## config.mk

```make
export PLATFORM = sky130hd
export DESIGN_NAME = alarm_bank
export DESIGN_NICKNAME = d
export VERILOG_FILES = /design/src/rtl/alarm_bank.sv
export SDC_FILE = /design/constraint.sdc
export NUM_CORES = 1
export LEC_CHECK = 0
export CORE_MARGIN = 2
export CORE_UTILIZATION = 25
export CTS_CLUSTER_DIAMETER = 200
export DETAILED_ROUTE_END_ITERATION = 8
export HOLD_SLACK_MARGIN = 0.06
export PLACE_DENSITY = 0.43
export RECOVER_POWER = 50
export SYNTH_ARGS = -nofsm -noshare
export SYNTH_HDL_FRONTEND = slang
export SYNTH_SLANG_ARGS = --single-unit
```

## constraint.sdc

```tcl
create_clock -name clk -period 5.6 [get_ports clk]
set_input_delay 0.56 -clock clk [delete_from_list [all_inputs] [get_ports clk]]
set_output_delay 0.56 -clock clk [all_outputs]
set_load 0.05 [all_outputs]
```

## src/rtl/alarm_bank.sv

```systemverilog
// Multi-channel HH:MM alarm unit. Each channel edge-detects a match against the running
// clock time, rings for a bounded time, and supports snooze (with a retry limit) and dismiss.
module alarm_bank #(
  parameter int N_ALARMS    = 4,
  parameter int RING_SECS   = 60,
  parameter int SNOOZE_SECS = 300,
  parameter int MAX_SNOOZE  = 3,
  localparam int IW = (N_ALARMS > 1) ? $clog2(N_ALARMS) : 1
) (
  input  logic                clk,
  input  logic                reset,
  input  logic                sec_tick,
  input  logic [15:0]         cur_time,
  input  logic                global_en,
  input  logic                wr_en,
  input  logic [IW-1:0]       wr_idx,
  input  logic [15:0]         wr_time,
  input  logic                wr_arm,
  input  logic                snooze,
  input  logic                dismiss,
  output logic [N_ALARMS-1:0] ring_vec,
  output logic                ring,
  output logic [IW-1:0]       active_idx,
  output logic                snoozed
);

  localparam int CNT_MAX = (RING_SECS > SNOOZE_SECS) ? RING_SECS : SNOOZE_SECS;
  localparam int CW      = $clog2(CNT_MAX + 1);
  localparam int SW      = (MAX_SNOOZE > 0) ? $clog2(MAX_SNOOZE + 1) : 1;

  typedef enum logic [1:0] {
    IDLE    = 2'd0,
    RINGING = 2'd1,
    SNOOZED = 2'd2
  } state_t;

  logic [N_ALARMS-1:0] ring_vec_d, ring_vec_q;
  logic [N_ALARMS-1:0] snoozed_vec_d;
  logic                ring_d, ring_q;
  logic [IW-1:0]       active_idx_d, active_idx_q;
  logic                snoozed_d, snoozed_q;

  for (genvar gi = 0; gi < N_ALARMS; gi++) begin : g_ch
    logic [15:0]   alarm_time_d, alarm_time_q;
    logic          armed_d, armed_q;
    logic          prev_match_d, prev_match_q;
    state_t        state_d, state_q;
    logic [CW-1:0] cnt_d, cnt_q;
    logic [SW-1:0] snz_d, snz_q;
    logic          match;
    logic          trigger;
    logic          wr_hit;

    assign match   = armed_q && (cur_time == alarm_time_q);
    assign trigger = match && !prev_match_q && global_en;
    // Out-of-range write indices simply match no channel.
    assign wr_hit  = wr_en && (wr_idx == IW'(gi));

    always_comb begin
      alarm_time_d = alarm_time_q;
      armed_d      = armed_q;
      prev_match_d = match;
      state_d      = state_q;
      cnt_d        = cnt_q;
      snz_d        = snz_q;

      // Seeding prev_match from the new settings keeps a write of the current minute silent.
      if (wr_hit) begin
        alarm_time_d = wr_time;
        armed_d      = wr_arm;
        prev_match_d = wr_arm && (cur_time == wr_time);
      end

      if (!global_en || wr_hit) begin
        state_d = IDLE;
        cnt_d   = '0;
        snz_d   = '0;
      end else if (dismiss && (state_q != IDLE)) begin
        state_d = IDLE;
        cnt_d   = '0;
        snz_d   = '0;
      end else begin
        case (state_q)
          IDLE: begin
            cnt_d = '0;
            snz_d = '0;
            if (trigger) begin
              state_d = RINGING;
            end
          end
          RINGING: begin
            if (snooze) begin
              cnt_d = '0;
              if (snz_q < SW'(MAX_SNOOZE)) begin
                state_d = SNOOZED;
                snz_d   = snz_q + SW'(1);
              end else begin
                state_d = IDLE;
                snz_d   = '0;
              end
            end else if (sec_tick) begin
              if (cnt_q == CW'(RING_SECS - 1)) begin
                state_d = IDLE;
                cnt_d   = '0;
                snz_d   = '0;
              end else begin
                cnt_d = cnt_q + CW'(1);
              end
            end
          end
          SNOOZED: begin
            if (sec_tick) begin
              if (cnt_q == CW'(SNOOZE_SECS - 1)) begin
                state_d = RINGING;
                cnt_d   = '0;
              end else begin
                cnt_d = cnt_q + CW'(1);
              end
            end
          end
          default: begin
            state_d = IDLE;
            cnt_d   = '0;
            snz_d   = '0;
          end
        endcase
      end
    end

    always_ff @(posedge clk or posedge reset) begin
      if (reset) begin
        alarm_time_q <= 16'h0000;
        armed_q      <= 1'b0;
        prev_match_q <= 1'b0;
        state_q      <= IDLE;
        cnt_q        <= '0;
        snz_q        <= '0;
      end else begin
        alarm_time_q <= alarm_time_d;
        armed_q      <= armed_d;
        prev_match_q <= prev_match_d;
        state_q      <= state_d;
        cnt_q        <= cnt_d;
        snz_q        <= snz_d;
      end
    end

    // Outputs register the next state so a trigger shows up one edge after the match.
    assign ring_vec_d[gi]    = (state_d == RINGING);
    assign snoozed_vec_d[gi] = (state_d == SNOOZED);
  end

  always_comb begin
    active_idx_d = '0;
    for (int i = N_ALARMS - 1; i >= 0; i--) begin
      if (ring_vec_d[i]) begin
        active_idx_d = IW'(i);
      end
    end
  end

  assign ring_d    = |ring_vec_d;
  assign snoozed_d = |snoozed_vec_d;

  always_ff @(posedge clk or posedge reset) begin
    if (reset) begin
      ring_vec_q   <= '0;
      ring_q       <= 1'b0;
      active_idx_q <= '0;
      snoozed_q    <= 1'b0;
    end else begin
      ring_vec_q   <= ring_vec_d;
      ring_q       <= ring_d;
      active_idx_q <= active_idx_d;
      snoozed_q    <= snoozed_d;
    end
  end

  assign ring_vec   = ring_vec_q;
  assign ring       = ring_q;
  assign active_idx = active_idx_q;
  assign snoozed    = snoozed_q;

endmodule
```

==> results of run 1 <==
-- worst max-delay path: stages --
cell and delay (ns):
dlygate4sd3_1 0.64, nand3b_1 0.15, clkbuf_1 1.02, nand3_1 0.39
a211o_1 0.41, o21bai_1 0.37, or4_1 0.59, nand2_1 0.07
-- sequential cells by signal, indices dropped and copies added, names as in the netlist --
signal             cells
ring_vec               4
g_ch.alarm_time_q     64
ring                   1
g_ch.armed_q           4
g_ch.snz_q             8
g_ch.prev_match_q      4
snoozed                1
g_ch.state_q           8
active_idx             2
g_ch.cnt_q            36
-- final cells by class --
cell class,instances,area (µm²)
Clock buffer,21,450
Clock inverter,10,109
Fill cell,3083,20600
Inverter,20,80.1
Multi-Input combinational cell,537,3950
Sequential cell,132,3300
Tap cell,390,488
Timing Repair Buffer,54,517
-- cell families (layout without fill, tap and decap cells) --
| group | after synthesis | after routing | share of synthesized area |
|---|---|---|---|
| flip-flops | 132 | 132 | 0.443 |
| multiplexers | 70 | 70 | 0.105 |
| buffers and inverters | 48 | 105 | 0.0277 |
| AND/OR/NAND/NOR | 240 | 240 | 0.179 |
| XOR/XNOR | 84 | 84 | 0.0987 |
| AO/OA/AOI/OAI | 119 | 119 | 0.106 |
| adder cells (fa/ha/maj) | 24 | 24 | 0.0403 |
-- report_power, final --
part / total (W) / switching, W / leakage [nW] / internal, W
clock network: 0.00110 / 0.000441 / 0.272 / 0.000661
logic: 0.000343 / 0.000160 / 1.61 / 0.000183
registers: 0.00111 / 0.0000608 / 1.70 / 0.00105
total: 0.00255 / 0.000662 / 3.58 / 0.00189
-- layer usage --
layer / part of all wire / global-route usage
met1: 0.50 / 0.179
met2: 0.46 / 0.200
met3: 0.028 / 0.0273
met4: 0.012 / 0.0406
met5: 0 / 0
-- worst paths after layout --
path                       cells after the start                        to                from
max reg2reg                                    8          g_ch[2].cnt_q[8]  g_ch[2].state_q[0]
max                                            8          g_ch[2].cnt_q[8]           wr_idx[0]
max in group asynchronous                      3  g_ch[2].alarm_time_q[13]               reset
min                                            1          g_ch[2].cnt_q[7]    g_ch[2].cnt_q[7]
min in group asynchronous                      2  g_ch[2].alarm_time_q[14]               reset
min reg2reg                                    1          g_ch[2].cnt_q[7]    g_ch[2].cnt_q[7]
-- synth_stat cells (all sizes together) (2+ instances only) --
cell	n	share of area
or4	5	0.0050
a21o	2	0.0020
and3	14	0.012
a311oi	2	0.0047
nor3b	7	0.0071
o32ai	3	0.0035
o211ai	2	0.0027
nand2	36	0.018
a211o	6	0.0071
a31oi	6	0.0050
mux2i	2	0.0027
xnor2	73	0.086
or3b	2	0.0024
inv	20	0.010
o41ai	2	0.0024
nand3b	8	0.0081
xor2	11	0.013
o21bai	5	0.0055
ha	24	0.040
o31ai	5	0.0050
nor3	14	0.0094
or2	4	0.0034
mux2	68	0.10
a22oi	2	0.0020
o221ai	2	0.0032
nor4	6	0.0067
a41oi	3	0.0045
nor2	53	0.027
clkbuf	14	0.0071
nand4	17	0.014
nand2b	20	0.017
a21oi	9	0.0065
nand4bb	2	0.0030
nor2b	14	0.012
nand3	27	0.019
dfrtp	132	0.44
buf	14	0.011
o21ai	62	0.042
and2	3	0.0025
-- per-stage QoR --
stage | total power, W | util | hold slack [ns] | cell area [µm²]
2_1_floorplan | 0.00135 | - | 0.460 | 7450
4_1_cts | 0.00260 | 0.302 | 0.498 | 8910
3_5_place_dp | 0.00148 | 0.283 | 0.490 | 8350
3_3_place_gp | 0.00147 | 0.283 | 0.487 | 8350
5_1_grt | 0.00268 | 0.302 | 0.524 | 8900
6_report | 0.00255 | 0.302 | 0.498 | 8900
==> results.txt, run 1 <==
Clock Sink Count: 132
Inst Count DP: 1133
postcts setup bufs: 0
Syn Inst Count: 717
Max Fclk: 259 MHz
chip height: 177 µm
Tightest Pin Transition: 1.40 ns
post-detail-place hpwl: 13500 µm
cts bufs inserted: 17
CP endpoint kind: flip-flop
layout cells sized above 1: 0.152
Hold Fails Final Rpt: 0
max-slew violation count: 0
unrepaired setup endpoints after global routing: false
register area share after synthesis: 0.443
vias in the first global route: 5373
Layout area overhead: 19.4%
leakage: 3.58 nW
Req. time, crit path: 5.96 ns
Vias per Instance: 4.61
Clk Tree Root Cell: clkbuf_16
post-layout net count: 828
diode count: 0
First-pass DRT Iterations: 4
type of origin of the critical path: primary input
Period Utilization, post-route: 0.690
Clock Tree Buf Depth: 2
drt initial violations: 299
outcome: finished, final reports clean
Final setup viols: 0
number of synthesized register bits: 132
syn nets: 783
setup slack, reg-to-reg: 2.97 ns
Post-synth EDFFs: 0
most frequent cells in the layout: dfrtp_1 (132), xnor2_1 (73), mux2_2 (68)
most common cell after layout, fill and taps aside: dfrtp_1
Reg clk slew, reported paths: 0.06 ns
Worst IR Drop VDD: 0.000209 V
cts hold-fix bufs: 0
Warnings, synthesis: 0
worst slack, placed: 2.28 ns
Cell Rows: 63
IO Pins: 50
CTS resizes: 0
drc violations: 0
slew margin rel.: 0.0654
Routed WL per cell: 16.4 µm
largest net degree at the start of global routing: 89
Period minus WS final: 3.86 ns
vias: 5369
syn_area_per_cell: 10.4 µm²
GP Congestion: 0.757
worst skew pair latency: 0.42 ns
Mapped Area: 7450 µm²
CTS tree: done
PwrDens: 287 nW/µm²
GRT Util Overall: 0.129
Worst Slack Setup Final: 1.74 ns
first-pass GRT wire length: 30600 µm
count of cell types in the netlist: 70
main flop type after synthesis: dfrtp_1
antenna violations before repair: 0
gr ovfl total: 0
CORE AREA: 29500 µm²
antenna-violating nets left: 0
post-route clock skew: 0.00824 ns
routed wire length: 19100 µm
CP max FO: 20
WP data arrival: 4.22 ns
Non-Filler Instances: 1164
Die Area: 31200 µm²
IO Port Bufs: 49
htree depth: 4
Worst Hold Class: flip-flop to flip-flop
Die X: 177 µm
post-synthesis async set-or-reset flop share: 1.00
Initial Util: 0.253
max-cap viol count: 0
post-route setup TNS: 0 ns
Setup CP Type: primary input to flip-flop
Note: power is estimated with default switching activity, not from simulation.
==> run 2: changes to the inputs <==
- PLACE_DENSITY: 0.43 -> 0.45
- clock period: 5.6 -> 3.1 ns (I/O delays scaled with it)
==> run 2 against run 1 <==
Net effect: the flow now finishes with violations (capacitance limit, slew limit); largest power group is now the clock network; core utilization is 0.78 points higher; die area unchanged; critical path depth increased by 1.
==> results.txt, run 2 (synthesis results as in run 1) <==
postcts setup bufs: 0 (unchanged)
htree depth: 4 (unchanged)
IO Pins: 50 (unchanged)
failing checks: capacitance limit, slew limit
antenna-violating nets left: 0 (unchanged)
GP Congestion: 0.730 (was 0.757)
Worst R2R End: g_ch[0].cnt_q[5] (was g_ch[2].cnt_q[8])
max-slew violation count: 117 (was 0)
Vias per Instance: 4.61 (about the same)
CORE AREA: 29500 µm² (unchanged)
diode count: 0 (unchanged)
post-route setup TNS: 0 ns (unchanged)
Setup CP Type: flip-flop to flip-flop (was primary input to flip-flop)
Flop pwr share: 0.396 (was 0.434)
setup slack, reg-to-reg: 0.64 ns (was 2.97 ns)
vias: 5429 (was 5369)
post-detail-place hpwl: 13400 µm (was 13500 µm)
leakage: 3.70 nW (was 3.58 nW)
cts hold-fix bufs: 0 (unchanged)
chip height: 177 µm (unchanged)
First-pass DRT Iterations: 4 (unchanged)
Max Fclk: 407 MHz
CTS resizes: 0 (unchanged)
Initial Util: 0.253 (unchanged)
Clock Tree Buf Depth: 2 (unchanged)
Final setup viols: 0 (unchanged)
most frequent cells in the layout: dfrtp_1 (132), xnor2_1 (73), mux2_2 (68) (unchanged)
Cell Rows: 63 (unchanged)
WP data arrival: 2.81 ns (was 4.22 ns)
antenna violations before repair: 0 (unchanged)
largest registers: g_ch.alarm_time_q: 64 flops, g_ch.cnt_q: 36 flops (unchanged)
slew margin rel.: -0.0310 (was 0.0654)
gr ovfl total: 0 (unchanged)
Period minus WS final: 2.46 ns
Fin Hold WS: 0.456 ns (was 0.498 ns)
Clk Tree Root Cell: clkbuf_16 (unchanged)
Die Area: 31200 µm² (unchanged)
Combinational Power Share: 0.123 (was 0.134)
Period Utilization, post-route: 0.792
routed wire length: 18700 µm (was 19100 µm)
Worst Hold Class: primary input to async pin (was flip-flop to flip-flop)
cts bufs inserted: 17 (unchanged)
RR Startpoint: g_ch[0].state_q[1] (was g_ch[2].state_q[0])
post-route clock skew: 0.00883 ns (was 0.00824 ns)
clock network power share: 0.480 (was 0.432)
first-pass GRT wire length: 30500 µm (was 30600 µm)
Sw Pwr: 0.00121 W (was 0.000662 W)
R2R depth: 9 (was 8)
Top reg by flops: g_ch.alarm_time_q (unchanged)
Non-Filler Instances: 1178 (was 1164)
largest net degree at the start of global routing: 60 (was 89)
max FFs per register: 64 (unchanged)
Clock Sink Count: 132 (unchanged)
CP max FO: 9 (was 20)
drt initial violations: 298 (was 299)
Req. time, crit path: 3.45 ns (was 5.96 ns)
IO Port Bufs: 49 (unchanged)
outcome: finished with violations (was finished, final reports clean)
PwrDens: 553 nW/µm² (was 287 nW/µm²)
Reg clk slew, reported paths: 0.06 ns (about the same)
Worst IR Drop VDD: 0.000396 V (was 0.000209 V)
type of origin of the critical path: flip-flop (was primary input)
Layout area overhead: 22.4% (was 19.4%)
Hold Fails Final Rpt: 0 (unchanged)
drc violations: 0 (unchanged)
Routed WL per cell: 15.8 µm (was 16.4 µm)
CTS tree: done (unchanged)
Tightest Pin Transition: 1.55 ns (was 1.40 ns)
post-layout net count: 841 (was 828)
layout cells sized above 1: 0.171 (was 0.152)
Switching Share: 0.239 (was 0.259)
max-cap viol count: 2 (was 0)
vias in the first global route: 5582 (was 5373)
Inst Count DP: 1146 (was 1133)
CP endpoint kind: flip-flop (unchanged)
worst skew pair latency: 0.43 ns (was 0.42 ns)
most common cell after layout, fill and taps aside: dfrtp_1 (unchanged)
Int Pwr: 0.00384 W (was 0.00189 W)
unrepaired setup endpoints after global routing: false (unchanged)
GRT Util Overall: 0.126 (was 0.129)
Die X: 177 µm (unchanged)
## run 2: cell types whose count changed in the layout (fill, tap and decap cells not counted), sizes merged
cell | previous run | this run
buf | 2 | 14
bufinv | 2 | 7
clkinv | 6 | 3
clkbuf | 24 | 23
clkinvlp | 2 | 3
## run 2: power groups by stage
stage / clock network [W] / registers, W / logic [W]
global placement: 0 / 0.00203 / 0.000641
finish: 0.00242 / 0.00200 / 0.000623
CTS: 0.00249 / 0.00200 / 0.000646
floorplan: 0 / 0.00201 / 0.000440
global route: 0.00256 / 0.00202 / 0.000684
detailed placement: 0 / 0.00203 / 0.000642
## run 2: metrics by stage
stage               setup slack [ns]  instance area, µm²  power, W   util
finish                         0.644                9130   0.00505  0.310
global route                   0.266                9130   0.00527  0.310
CTS                            0.629                9170   0.00513  0.311
detailed placement             0.273                8470   0.00267  0.287
global placement               0.289                8470   0.00267  0.287
floorplan                      0.994                7460   0.00245      -
## run 2: layout make-up
type	count	area (µm²)
repair buffers	67	613
flip-flops and latches	132	3300
well taps	390	488
multi-input cells	537	3950
clock buffers	19	443
fillers	3086	20400
clock inverters	13	253
inverters	20	76.3
## run 2: worst max path at each step
stage | from | to
floorplan | g_ch[2].state_q[0] | active_idx[0]
global placement | sec_tick | active_idx[0]
detailed placement | sec_tick | active_idx[0]
CTS | g_ch[1].state_q[0] | active_idx[1]
global route | reset | g_ch[3].alarm_time_q[7]
finish | g_ch[0].state_q[1] | g_ch[0].cnt_q[5]
## run 2: critical path, stage by stage (launching register included)
cell      delay (ns)
dfrtp_1         0.42
inv_1           0.14
ha_1            0.25
nor2b_1         0.24
nor2_1          0.12
nor3b_1         0.31
o21ai_1         0.25
o21bai_2        0.33
nand2b_1        0.17
o21ai_0         0.13
## run 2: per-layer routing
| metal | share of wire | GRT usage | vias up |
|---|---|---|---|
| met4 | 0.013 | 0.0393 | 0 |
| met2 | 0.46 | 0.199 | 76 |
| met5 | 0 | 0 | - |
| met3 | 0.032 | 0.0238 | 13 |
| met1 | 0.50 | 0.175 | 2682 |
| li1 | - | - | 2658 |
